`config.mk`:
```
export PLATFORM = sky130hd
export DESIGN_NAME = noc_port_arbiter
export DESIGN_NICKNAME = d
export VERILOG_FILES = /design/src/rtl/noc_bfm_pkg.sv /design/src/rtl/rr_pick.sv /design/src/rtl/noc_port_arbiter.sv
export SDC_FILE = /design/constraint.sdc
export NUM_CORES = 1
export LEC_CHECK = 0
export ABC_AREA = 1
export CAP_MARGIN = 20
export CORE_UTILIZATION = 50
export CTS_BUF_LIST = sky130_fd_sc_hd__clkbuf_16
export DETAILED_ROUTE_END_ITERATION = 12
export DONT_BUFFER_PORTS = 1
export PLACE_DENSITY = 0.62
export SLEW_MARGIN = 20
export SYNTH_ARGS = -nofsm -noshare
export SYNTH_HDL_FRONTEND = slang
export SYNTH_HIERARCHICAL = 1
export SYNTH_SLANG_ARGS = --single-unit
```
`constraint.sdc`:
```
create_clock -name clk -period 5.2 [get_ports clk]
set_clock_uncertainty 0.05 [all_clocks]
set_input_delay 0.78 -clock clk [delete_from_list [all_inputs] [get_ports clk]]
set_output_delay 0.78 -clock clk [all_outputs]
set_load 0.05 [all_outputs]
```
`src/rtl/noc_bfm_pkg.sv`:
```
// Shared types and helpers for the NoC BFM traffic blocks and the port arbiter.
// Latency: n/a (declarations only).
// Backpressure: n/a.
package noc_bfm_pkg;

    // Width of the source id carried by TPG words; grant indices must fit in it.
    localparam int ARB_ID_W = 8;

    typedef enum logic {
        IDLE  = 1'b0,
        BURST = 1'b1
    } arb_state_t;

    // $clog2 that never returns 0, so one-entry/two-entry indices still get a bit.
    function automatic int clog2_min1(input int n);
        return (n <= 2) ? 1 : $clog2(n);
    endfunction

endpackage

```
`src/rtl/rr_pick.sv`:
```
// Rotating-priority first-set-bit search: lowest index at or after ptr, wrapping.
// Latency: combinational.
// Backpressure: none.
module rr_pick #(
    parameter int NUM_REQ = 4,
    parameter int IDX_W   = 2
) (
    input  logic [NUM_REQ-1:0] req,
    input  logic [IDX_W-1:0]   ptr,
    output logic               any,
    output logic [IDX_W-1:0]   idx
);

    logic [2*NUM_REQ-1:0] dbl;
    logic [NUM_REQ-1:0]   rot;

    always_comb begin
        int c;
        c   = 0;
        dbl = {req, req};
        rot = NUM_REQ'(dbl >> ptr);
        any = |req;
        idx = '0;
        // Walk downwards so the candidate closest to ptr overwrites the others.
        for (int k = NUM_REQ - 1; k >= 0; k--) begin
            if (rot[k]) begin
                c = int'(ptr) + k;
                if (c >= NUM_REQ) begin
                    c = c - NUM_REQ;
                end
                idx = IDX_W'(c);
            end
        end
    end

endmodule

```
`src/rtl/noc_port_arbiter.sv`:
```
// Shares one router injection port between NUM_REQ sources, round-robin with bounded bursts.
// Latency: 1 cycle from accept to out_valid_out.
// Backpressure: out_ready_in low with a held word freezes outputs and drops every req_ready_out.
module noc_port_arbiter
    import noc_bfm_pkg::*;
#(
    parameter int NUM_REQ      = 4,
    parameter int WIDTH        = 32,
    parameter int N            = 16,
    parameter int N_ADDR_WIDTH = $clog2(N),
    parameter int MAX_BURST    = 2,
    parameter int REQ_IDX_W    = clog2_min1(NUM_REQ)
) (
    input  logic                            clk,
    input  logic                            rst,
    input  logic [NUM_REQ*WIDTH-1:0]        req_data_in,
    input  logic [NUM_REQ*N_ADDR_WIDTH-1:0] req_dest_in,
    input  logic [NUM_REQ-1:0]              req_valid_in,
    output logic [NUM_REQ-1:0]              req_ready_out,
    output logic [WIDTH-1:0]                out_data_out,
    output logic [N_ADDR_WIDTH-1:0]         out_dest_out,
    output logic                            out_valid_out,
    input  logic                            out_ready_in,
    output logic [REQ_IDX_W-1:0]            grant_idx_out
);

    localparam int CNT_W = clog2_min1(MAX_BURST + 1);

    arb_state_t           state, state_nxt;
    logic [REQ_IDX_W-1:0] owner, owner_nxt;
    logic [REQ_IDX_W-1:0] ptr, ptr_nxt;
    logic [CNT_W-1:0]     burst_cnt, burst_cnt_nxt;

    logic                 load_en;
    logic                 any_valid;
    logic                 owner_ok;
    logic                 accept;
    logic [REQ_IDX_W-1:0] rr_idx;
    logic [REQ_IDX_W-1:0] sel;

    logic [WIDTH-1:0]        data_arr [NUM_REQ];
    logic [N_ADDR_WIDTH-1:0] dest_arr [NUM_REQ];

    function automatic logic [REQ_IDX_W-1:0] wrap_inc(input logic [REQ_IDX_W-1:0] i);
        return (i == REQ_IDX_W'(NUM_REQ - 1)) ? '0 : i + REQ_IDX_W'(1);
    endfunction

    rr_pick #(
        .NUM_REQ (NUM_REQ),
        .IDX_W   (REQ_IDX_W)
    ) u_pick (
        .req (req_valid_in),
        .ptr (ptr),
        .any (any_valid),
        .idx (rr_idx)
    );

    assign load_en  = !out_valid_out || out_ready_in;
    assign owner_ok = (state == BURST) && req_valid_in[owner] &&
                      (burst_cnt < CNT_W'(MAX_BURST));
    assign sel      = owner_ok ? owner : rr_idx;
    assign accept   = load_en && any_valid;

    always_comb begin
        req_ready_out = '0;
        for (int i = 0; i < NUM_REQ; i++) begin
            req_ready_out[i] = accept && (sel == REQ_IDX_W'(i));
        end
    end

    always_comb begin
        for (int i = 0; i < NUM_REQ; i++) begin
            data_arr[i] = req_data_in[i*WIDTH +: WIDTH];
            dest_arr[i] = req_dest_in[i*N_ADDR_WIDTH +: N_ADDR_WIDTH];
        end
    end

    always_ff @(posedge clk or posedge rst) begin
        if (rst) begin
            state     <= IDLE;
            owner     <= '0;
            ptr       <= '0;
            burst_cnt <= '0;
        end else begin
            state     <= state_nxt;
            owner     <= owner_nxt;
            ptr       <= ptr_nxt;
            burst_cnt <= burst_cnt_nxt;
        end
    end

    always_comb begin
        state_nxt     = state;
        owner_nxt     = owner;
        ptr_nxt       = ptr;
        burst_cnt_nxt = burst_cnt;
        if (accept) begin
            if (owner_ok) begin
                if ((burst_cnt + CNT_W'(1)) < CNT_W'(MAX_BURST)) begin
                    burst_cnt_nxt = burst_cnt + CNT_W'(1);
                end else begin
                    state_nxt     = IDLE;
                    ptr_nxt       = wrap_inc(owner);
                    burst_cnt_nxt = '0;
                end
            end else begin
                // New owner: either from IDLE or because the old owner went quiet.
                owner_nxt = sel;
                if (MAX_BURST > 1) begin
                    state_nxt     = BURST;
                    burst_cnt_nxt = CNT_W'(1);
                end else begin
                    state_nxt     = IDLE;
                    ptr_nxt       = wrap_inc(sel);
                    burst_cnt_nxt = '0;
                end
            end
        end else if (load_en && (state == BURST)) begin
            state_nxt     = IDLE;
            ptr_nxt       = wrap_inc(owner);
            burst_cnt_nxt = '0;
        end
    end

    always_ff @(posedge clk or posedge rst) begin
        if (rst) begin
            out_valid_out <= 1'b0;
            out_data_out  <= '0;
            out_dest_out  <= '0;
            grant_idx_out <= '0;
        end else if (accept) begin
            out_valid_out <= 1'b1;
            out_data_out  <= data_arr[sel];
            out_dest_out  <= dest_arr[sel];
            grant_idx_out <= sel;
        end else if (load_en) begin
            out_valid_out <= 1'b0;
        end
    end

endmodule

```
Word-level counts from Yosys, hierarchy flattened

Cells that the tools add are included.

Magnitude comparators: 8
Bitwise gates (word level): 2
Shift operators: 1
Add/sub/neg operators: 9
Mux-type cells: 32
Reductions and logical operators: 17
Equal/unequal tests: 7

Operators by type and width:

| operator                                                           | number |
|---|---|
| binary-select mux 32 bit (select 2 bit)                            | 1 |
| two-way mux 32 bit                                                 | 2 |
| two-way mux 2 bit                                                  | 18 |
| greater-or-equal comparator 3 bit (second input constant)          | 4 |
| binary-select mux 4 bit (select 2 bit)                             | 1 |
| logical AND 1 bit                                                  | 8 |
| two-way mux 4 bit                                                  | 2 |
| >> shifter 8 x 2 -> 4 bit                                          | 1 |
| subtractor 2 x 1 -> 2 bit (second input constant)                  | 4 |
| two-way mux 1 bit                                                  | 7 |
| adder 2 x 2 -> 3 bit (second input constant)                       | 2 |
| equality test 2 bit (second input constant)                        | 3 |
| adder 2 x 1 -> 2 bit (second input constant)                       | 2 |
| < comparator 2 bit (second input constant)                         | 2 |
| != test 2 bit (second input constant)                              | 2 |
| AND reduction 2 bit                                                | 2 |
| nonzero test 2 bit                                                 | 2 |
| OR reduction 4 bit                                                 | 1 |
| adder 2 x 1 -> 3 bit (second input constant)                       | 1 |
| greater-or-equal comparator 2 x 3 -> 1 bit (second input constant) | 1 |
| < comparator 2 x 3 -> 1 bit (second input constant)                | 1 |
| != test 3 bit (second input constant)                              | 1 |
| NOT 2 -> 3 bit                                                     | 1 |
| AND reduction 3 bit                                                | 1 |
| other kinds (6)                                                    | 6 |

Logic and storage cells: 84
Input port bits: 151
Bits in registers: 46
Output and inout bits: 43

Depth between registers and ports, before layout

Gate-level depths: netlist of the first run.

Depth after elaboration: 12
Mapped depth: 19
Mapped depth without buffers: 17

Hierarchy

The synthesis of the first run kept the hierarchy.

Modules (own cells, without submodules):

| module           | cells each | seq. area each (um^2) | times used | area an instance (um^2) |
|---|---|---|---|---|
| noc_port_arbiter | 583        | 1126.1                | 1          | 3445.8 |
| rr_pick          | 47         | 0.0                   | 1          | 237.7 |

Worst setup path before layout of the first run

No wires, ideal clock.

Kind: input to output
From: input req_valid_in[3]
To: output req_ready_out[3]
Buffers on the path: 1
Data arrival time: 2869 ps
Stages: 14
Data required time: 4370 ps
Path slack: 1501 ps
Path through: inv_1 > nand2_1 > nand3_2 > nand2_2 > inv_2 > nand2_1 > nand2_1 > nand3_1 > nand2_1 > nand2_2 > buf_4 > nand2_1 > inv_1 > nor3_1

Word-level cells in the longest chain between the ends: 8
Elaborated cells on any way between the ends: 14
Classes of those cells: 1 x eq/ne; 1 x shift; 7 x mux; 5 x reduce/logical

Ends and longest elaborated chain:

| what                           | RTL line               | text |
|---|---|---|
| start, declared                | noc_port_arbiter.sv:18 | `input logic [NUM_REQ-1:0] req_valid_in,` |
| >> shifter 8 x 2 -> 4 bit *    | rr_pick.sv:21          | `rot = NUM_REQ'(dbl >> ptr);` |
| two-way mux 2 bit (3 in a row) | rr_pick.sv:26          | `if (rot[k]) begin` |
| two-way mux 2 bit *            | rr_pick.sv:26          |  |
| named net rr_idx[0]            | noc_port_arbiter.sv:38 | `logic [REQ_IDX_W-1:0] rr_idx;` |
| two-way mux 2 bit *            | noc_port_arbiter.sv:61 | `assign sel = owner_ok ? owner : rr_idx;` |
| equality test 2 bit *          | --                     |  |
| logical AND 1 bit *            | noc_port_arbiter.sv:67 | `req_ready_out[i] = accept && (sel == REQ_IDX_W'(i));` |
| end, declared                  | noc_port_arbiter.sv:19 | `output logic [NUM_REQ-1:0] req_ready_out,` |

Mark *: on every way through the listed nets, which the timed path passes. The rest lies on a longest branch. The select of a mux whose other input is x is not followed.

Worst setup path in the final report of the first run

From: register owner[0]
To: output req_ready_out[3]

Word-level cells in the longest chain between the ends: 7

Ends and longest elaborated chain:

| what                                    | RTL line               | text |
|---|---|---|
| start, declared                         | noc_port_arbiter.sv:30 | `logic [REQ_IDX_W-1:0] owner, owner_nxt;` |
| start signal, assigned                  | noc_port_arbiter.sv:86 | `owner <= owner_nxt;` |
| binary-select mux 1 bit (select 2 bit)  | noc_port_arbiter.sv:59 | `assign owner_ok = (state == BURST) && req_valid_in[owner] &&` |
| two-way mux 1 bit (implied by the code) | noc_port_arbiter.sv:59 |  |
| logical AND 1 bit (2 in a row)          | noc_port_arbiter.sv:59 |  |
| two-way mux 2 bit *                     | noc_port_arbiter.sv:61 |  |
| equality test 2 bit *                   | --                     |  |
| logical AND 1 bit *                     | noc_port_arbiter.sv:67 |  |

Mark *: on every way between the ends. The rest lies on a longest branch, timed or not. The select of a mux whose other input is x is not followed.

==> impl_metrics.ini, run 1 <==
[finish]
area_delta_synth_final_pct = 2.58
fillers = 745
multi_input_area_mm2 = 0.00222
register_area_mm2 = 0.00113
final_nets = 752
antennaDiodeCount = 0
drive_above_1_share = 0.0617
final_area_mm2 = 0.00378
finalCoreUtilization = 0.544

[setup_path]
crit_start = owner[0]$_DFFE_PP0P_
reg2reg_setup_slack_ps = 2410
cp-endpoint = req_ready_out[3]
cp.arrival_ps = 3020
reg2reg_depth = 11
required_ps = 4370
crit_fanout = 39
crit_type = flip-flop to primary output
r2r_end = out_data_out[19]$_DFFE_PP0P_
critPathLaunchType = flip-flop
r2r_start = owner[0]$_DFFE_PP0P_
critPathCaptureType = primary output

[timing]
drv_slew = 0
finalCriticalPeriod_ps = 3850
worstMarginPinSlew_ps = 965
fin_setup_tns_ps = 0
finalHoldViolations = 0
period_share = 0.741
clock.fmax_mhz = 260
rsz0062_at_grt = false
setup_viol = 0
max_slew_margin = 0.354

[power_and_ir_drop]
ir_drop_v = 0.000369
seq_power_share = 0.320
p_int_mw = 1.35
power_density_mw_per_mm2 = 959
clockPowerShare = 0.082
swShare = 0.627
p_leak_nw = 2.24
p_comb_frac = 0.598
switching_power_mw = 2.27
power_mw = 3.62

[grt]
grt_max_degree = 73
first_global_vias = 3338
grt_pass1_wl_mm = 16.1
overflow = 0
antenna_found_initial = 0
track_usage = 0.271

[clock_network]
cts_resized = 0
cts_buffer_depth = 2
clock-sinks = 45
htreeDepth = 2
cts-root-buf = clkbuf_16
clk_latency_ps = 280
hold_buffers = 0
clk_pin_slew_ps = 60
post_cts.repair.setup_buffers = 0
cts_tree = built
numCtsBuffers = 5

[floorplan]
die-area_mm2 = 0.00771
core_area_mm2 = 0.00694
ios = 194
row_count = 30
die_h_um = 87.8
die_w_um = 87.8
initial_core_util = 0.530

[min_path]
hold_path.class = flip-flop to flip-flop

[synth]
synth_top_area_share = 0.325
syn_area_mm2 = 0.00368
yosys_warnings = 6
ys_seq_area_frac = 0.306
syn-instance-count = 630
ys_ff_latch = 45
avgSynthCellArea_um2 = 5.85
synth_fp_nets = 782
synth.distinct_cells = 23
yosys.area.top_type = nand2_1
yosys-top-cells-area = nand2_1 (33%), dfrtp_1 (31%), nand3_1 (21%)

[outcome]
status = finished clean

[placed_design]
dpl.hpwl_mm = 7.28
place_congestion = 0.810
port_buffers = 0
placed_area_mm2 = 0.00365

[routing]
ant_nets = 0
drt_iter0_markers = 182
drtPass1Iterations = 4
vias = 3866
wirelength_mm = 10.4
drcViolationCount = 0
wl_per_cell_um = 15.0
viasPerCell = 5.55

[job]
maxCapViolCount = 0
## cell type report
class,instances,share of cell area
inverters,31,0.0315
clock buffers,5,0.0331
flip-flops and latches,45,0.298
multi-input cells,509,0.588
well taps,96,0.0318
clock inverters,2,0.00199
repair buffers,8,0.0159
## Yosys cell counts
library cell and count:
nand2_1 319, nand3_1 151, dfrtp_1 45, inv_1 24
clkbuf_1 22, buf_4 11, buf_2 10, nand2_2 9
o21ai_0 9, inv_2 5, nand3_2 5, nor2_1 4
nor3_1 4, buf_6 2, o21ai_2 2, a21oi_1 1
and2_1 1, clkinv_1 1, ha_1 1, inv_4 1
nand4_1 1, o21ai_1 1, xnor2_1 1
## registers in the layout, summed over array words and instances, names as in the netlist
signal	cells
burst_cnt	1
owner	2
state	1
out_data_out	32
grant_idx_out	2
out_valid_out	1
ptr	2
out_dest_out	4
## cell usage in the layout (no fill, tap or decap), types with 2 or more instances in the layout
master and instances:
buf_4 8, clkbuf_16 5, clkinv_1 2, dfrtp_1 45
inv_1 24, inv_2 6, nand2_1 319, nand2_2 8
nand3_1 151, nand3_2 5, nor2_1 3, nor3_1 4
o21ai_0 9
## layer usage
layer,share of wire,track usage
met1,0.41,0.326
met2,0.48,0.466
met3,0.084,0.0603
met4,0.024,0.113
met5,0,0
## power groups by stage
stage	Clock, mW	Sequential [mW]	Combinational (mW)
CTS	0.303	1.16	2.18
finish	0.297	1.16	2.17
detailed placement	0	1.17	2.17
floorplan	0	1.10	1.92
global placement	0	1.17	2.13
global route	0.318	1.18	2.53
## kinds of logic after synthesis
| kind of cell | count (synthesis) | synth area share |
|---|---|---|
| and+or+nand+nor | 494 | 0.572 |
| DFF | 45 | 0.306 |
| AOI/OAI and AO/OA | 13 | 0.0197 |
| adders and majority gates | 1 | 0.00340 |
| buffers and inverters | 76 | 0.0968 |
| xor gates and xnor gates | 1 | 0.00238 |
## through the flow
step | hold slack [ps] | worst slack (ps) | instances
after floorplan | 452 | 1500 | 630
after detailed placement | 487 | 1330 | 689
final | 499 | 1350 | 696
after global placement | 500 | 1420 | 689
after CTS | 499 | 1280 | 696
after global routing | 545 | 945 | 696
## worst min-delay path by stage
stage / slack, ps / depth (start not counted) / from / to
final: 500 / 2 / burst_cnt[0]$_DFFE_PP0P_ / burst_cnt[0]$_DFFE_PP0P_
after global routing: 540 / 2 / burst_cnt[0]$_DFFE_PP0P_ / burst_cnt[0]$_DFFE_PP0P_
after CTS: 500 / 2 / burst_cnt[0]$_DFFE_PP0P_ / burst_cnt[0]$_DFFE_PP0P_
after detailed placement: 490 / 2 / burst_cnt[0]$_DFFE_PP0P_ / burst_cnt[0]$_DFFE_PP0P_
after global placement: 500 / 2 / burst_cnt[0]$_DFFE_PP0P_ / burst_cnt[0]$_DFFE_PP0P_
after floorplan: 450 / 2 / burst_cnt[0]$_DFFE_PP0P_ / burst_cnt[0]$_DFFE_PP0P_
## critical path, stage by stage (launching register included)
cell     delay [ps]
dfrtp_1         460
inv_2            90
nand2_1          60
nand3_1          70
nand2_2         110
nand2_2         130
o21ai_4         780
inv_2           520
nor3_1          260
buf_4           240
No activity file was read; power rests on OpenSTA's default activity.
==> run 2: changes to the inputs <==
==> constraint.sdc (replaced) <==
create_clock -name clk -period 3.55 [get_ports clk]
set_clock_uncertainty 0.05 [all_clocks]
set_input_delay 0.5325 -clock clk [delete_from_list [all_inputs] [get_ports clk]]
set_output_delay 0.5325 -clock clk [all_outputs]
set_load 0.05 [all_outputs]
==> impl_metrics.ini, run 2 (synthesis gave the netlist of run 1 again) <==
[power_and_ir_drop]
p_comb_frac = 0.608
clockPowerShare = 0.080
power_density_mw_per_mm2 = 1410
p_int_mw = 2.04
power_mw = 5.41
p_leak_nw = 2.27
seq_power_share = 0.312
switching_power_mw = 3.37
ir_drop_v = 0.000541
swShare = 0.623

[timing]
finalHoldViolations = 0
fin_hold_ws_ps = 25.3
clock.fmax_mhz = 310
fin_setup_tns_ps = 0
finalCriticalPeriod_ps = 3220
rsz0062_at_grt = false
setup_viol = 0
worstMarginPinSlew_ps = 937
drv_slew = 0
max_slew_margin = 0.376
period_share = 0.908

[setup_path]
path_delay_family = simple AND/OR/NAND/NOR gates
required_ps = 2970
crit_fanout = 20
cp.arrival_ps = 2640
critPathLaunchType = flip-flop
crit_type = flip-flop to primary output
cp_slowest_cell = dfrtp_1
crit_chain = inv_4, nand2_1, nand3_1, nand2_1, nand3_1, nand2_1, nand2_1, nand2_1, nand2_1, o21ai_4, inv_2, nor3_1, buf_4
path_buf_inv = 3
reg2reg_setup_slack_ps = 930
critPathCaptureType = primary output
crit_top_cell = nand2_1
critical_path.max_stage_delay_ps = 560

[routing]
vias = 3917
viasPerCell = 5.59
drt_iter0_markers = 244
drcViolationCount = 0
wirelength_mm = 10.8
ant_nets = 0
drtPass1Iterations = 5
wl_per_cell_um = 15.4

[finish]
top_register = out_data_out
drive_above_1_share = 0.0694
final_nets = 757
area_delta_synth_final_pct = 4.18
antennaDiodeCount = 0
largest_register_ffs = 32
final_cell_mix = nand2_1 (319), nand3_1 (151), dfrtp_1 (45)
top_regs = out_data_out: 32 flops, out_dest_out: 4 flops
finalCoreUtilization = 0.553
layout_commonest_cell = nand2_1

[clock_network]
hold_buffers = 0
post_cts.repair.setup_buffers = 0
clk_latency_ps = 280
clk_pin_slew_ps = 60
cts-root-buf = clkbuf_16
htreeDepth = 2
numCtsBuffers = 5
cts_tree = built
cts_buffer_depth = 2
clock-sinks = 45
cts_resized = 0

[floorplan]
die_w_um = 87.8
ios = 194
core_area_mm2 = 0.00694
die_h_um = 87.8
die-area_mm2 = 0.00771
initial_core_util = 0.530
row_count = 30

[grt]
grt_pass1_wl_mm = 15.7
track_usage = 0.263
antenna_found_initial = 0
overflow = 0
first_global_vias = 3266
grt_max_degree = 73

[outcome]
status = finished clean

[placed_design]
port_buffers = 0
dpl.hpwl_mm = 7.39
place_congestion = 0.785

[min_path]
hold_path.class = input pin to asynchronous set/reset pin

[job]
maxCapViolCount = 0
==> run 2: final timing paths <==
kind,to,depth (start not counted),startpoint
hold reg to reg,burst_cnt[0]$_DFFE_PP0P_,2,burst_cnt[0]$_DFFE_PP0P_
hold / removal,out_data_out[2]$_DFFE_PP0P_,1,rst
setup / recovery,req_ready_out[3],13,ptr[0]$_DFFE_PP0P_
max in group asynchronous,out_dest_out[1]$_DFFE_PP0P_,2,rst
min in group clk,out_valid_out$_DFFE_PP0P_,3,out_ready_in
setup reg to reg,out_data_out[19]$_DFFE_PP0P_,16,ptr[0]$_DFFE_PP0P_
==> run 2: final cells by class <==
cell class | instances | area (µm²)
inverters | 31 | 119
repair buffers | 12 | 115
multi-input cells | 510 | 2220
well taps | 96 | 120
fillers | 708 | 3110
clock buffers | 5 | 125
clock inverters | 2 | 7.51
flip-flops and latches | 45 | 1130
==> run 2: stage by stage <==
step           setup slack (ps)  area [µm²]  cells
2_1_floorplan               346        3680    630
3_3_place_gp                523        3680    692
3_5_place_dp                444        3680    692
4_1_cts                     136        3810    699
5_1_grt                    16.5        3840    701
6_report                    326        3840    701
==> run 2: routing by layer <==
metal	vias up	global-route usage	routed length (µm)
li1	1950	-	-
met1	1799	0.332	4520
met2	156	0.445	5250
met3	12	0.0537	833
met4	0	0.0924	196
met5	-	0	0
==> run 2: power groups by stage <==
stage	combinational [mW]	sequential (mW)	clock [mW]
6_report	3.29	1.69	0.432
5_1_grt	3.78	1.72	0.463
4_1_cts	3.26	1.70	0.444
3_5_place_dp	3.24	1.70	0
3_3_place_gp	3.18	1.71	0
2_1_floorplan	2.82	1.61	0
==> run 3: changes to the inputs <==
--- a/config.mk
+++ b/config.mk
@@ -15,5 +15,4 @@
 export SLEW_MARGIN = 20
 export SYNTH_ARGS = -nofsm -noshare
 export SYNTH_HDL_FRONTEND = slang
-export SYNTH_HIERARCHICAL = 1
 export SYNTH_SLANG_ARGS = --single-unit
==> impl_metrics.ini, run 3 <==
[timing]
setup_viol = 0
clock.fmax_mhz = 342
drv_slew = 0
worstMarginPinSlew_ps = 947
max_slew_margin = 0.368
finalCriticalPeriod_ps = 2920
period_share = 0.823
fin_setup_tns_ps = 0
finalHoldViolations = 0
rsz0062_at_grt = false

[outcome]
status = finished clean

[synth]
yosys_warnings = 0
yosys.area.top_type = nand2_1
synth_top_area_share = 0.317
ys_seq_area_frac = 0.302
synth_fp_nets = 798
synth.distinct_cells = 24
syn_area_mm2 = 0.00373
synth_edf_count = 0
synthArstFlopShare = 1.00
ys.flop_type = dfrtp_1
synth_most_common_cell = nand2_1
yosys-top-cells-area = nand2_1 (32%), dfrtp_1 (30%), nand3_1 (16%)
synthTopCellsByCount = nand2_1 (315), nand3_1 (116), inv_1 (87)
ys_ff_latch = 45
avgSynthCellArea_um2 = 5.78
syn-instance-count = 646

[setup_path]
reg2reg_setup_slack_ps = 970
r2r_end = out_data_out[0]$_DFFE_PP0P_
path_buf_inv = 4
cp.arrival_ps = 2340
cp_slowest_cell = dfrtp_1
critPathLaunchType = flip-flop
critical_path.max_stage_delay_ps = 460
crit_top_cell = nand2_1
r2r_start = ptr[0]$_DFFE_PP0P_
reg2reg_depth = 15
path_delay_family = buffers and inverters
crit_type = flip-flop to primary output
required_ps = 2970
crit_fanout = 17
critPathCaptureType = primary output
crit_chain = inv_2, nand2_1, nand3_1, nand2_1, o21ai_0, inv_1, nand2_1, nand2_1, nand2_1, inv_1, nand2_1, nor2_1, buf_4

[clock_network]
clk_latency_ps = 280
post_cts.repair.setup_buffers = 0
hold_buffers = 0
cts_buffer_depth = 2
cts_resized = 0
cts-root-buf = clkbuf_16
numCtsBuffers = 5
cts_tree = built
htreeDepth = 2
clock-sinks = 45
clk_pin_slew_ps = 60

[routing]
drt_iter0_markers = 146
wl_per_cell_um = 13.8
ant_nets = 0
drcViolationCount = 0
drtPass1Iterations = 5
viasPerCell = 5.25
vias = 3807
wirelength_mm = 9.99

[floorplan]
die_h_um = 88.4
ios = 194
die-area_mm2 = 0.00782
die_w_um = 88.4
initial_core_util = 0.515
core_area_mm2 = 0.00725
row_count = 31

[job]
maxCapViolCount = 0

[finish]
final_cell_mix = nand2_1 (315), nand3_1 (116), inv_1 (86)
drive_above_1_share = 0.0591
finalCoreUtilization = 0.533
area_delta_synth_final_pct = 3.55
final_nets = 777
fillers = 811
top_regs = out_data_out: 32 flops, out_dest_out: 4 flops
layout_commonest_cell = nand2_1
antennaDiodeCount = 0
post_layout_nonfiller_instances = 725
top_register = out_data_out
largest_register_ffs = 32

[power_and_ir_drop]
power_mw = 5.07
ir_drop_v = 0.000646
power_density_mw_per_mm2 = 1310
p_leak_nw = 2.41

[placed_design]
place_inst = 717
place_congestion = 0.969
dpl.hpwl_mm = 7.08
port_buffers = 0

[grt]
overflow = 0
track_usage = 0.248
first_global_vias = 3277
grt_max_degree = 74
antenna_found_initial = 0
grt_pass1_wl_mm = 15.1

[min_path]
hold_path.class = input pin to asynchronous set/reset pin
## run 3: worst reg2reg max path: stages, from the launching register on
cell and delay (ps):
dfrtp_1 460, inv_2 120, nand2_1 100, nand3_1 70, nand2_1 130, nand2_1 90
a21oi_1 170, nand2_2 90, nand2_4 360, buf_4 430, nand2_1 100, nand2_1 100
nand2_1 70, nand2_1 70, nand2_1 40, nand2_1 60
## run 3: metrics by stage
step	hold slack, ps	instance area, µm²	worst slack, ps
floorplan	399	3730	467
global placement	424	3680	931
detailed placement	423	3680	911
CTS	320	3870	621
global route	369	3870	399
finish	286	3870	628
## run 3: kinds of logic (layout without fill, tap and decap cells)
logic type      Yosys count  count (layout)  synth area share
compound gates           12              12            0.0171
xor+xnor                  1               1           0.00235
fa+ha+maj                 1               1           0.00335
buf+inv                 128             108             0.162
flops                    45              45             0.302
simple gates            459             459             0.513
## run 3: routing by layer
layer | track usage | wire length, µm
met5 | 0 | 0
met4 | 0.0704 | 133
met2 | 0.445 | 4820
met3 | 0.0774 | 886
met1 | 0.284 | 4140
## run 3: worst max path at each step
stage,startpoint,end,cells past startpoint
after floorplan,req_valid_in[1],req_ready_out[0],10
after global placement,req_valid_in[3],req_ready_out[1],11
after detailed placement,req_valid_in[3],req_ready_out[1],11
after CTS,ptr[0]$_DFFE_PP0P_,req_ready_out[1],13
after global routing,ptr[0]$_DFFE_PP0P_,req_ready_out[1],13
final,ptr[0]$_DFFE_PP0P_,req_ready_out[1],13
## run 3: cell type report
class                           count  area [µm²]  area share
Tap cell                           99         124      0.0320
Sequential cell                    45        1130       0.291
Multi-Input combinational cell    473        2010       0.520
Clock buffer                        5         125      0.0324
Clock inverter                      3        65.1      0.0168
Timing Repair Buffer               11        82.6      0.0214
Inverter                           89         334      0.0864
## run 3: report_power, final
| part | switching (mW) | leakage [nW] | internal [mW] |
|---|---|---|---|
| sequential | 0.981 | 0.549 | 0.743 |
| clock | 0.185 | 0.0938 | 0.402 |
| combinational | 1.87 | 1.77 | 0.887 |
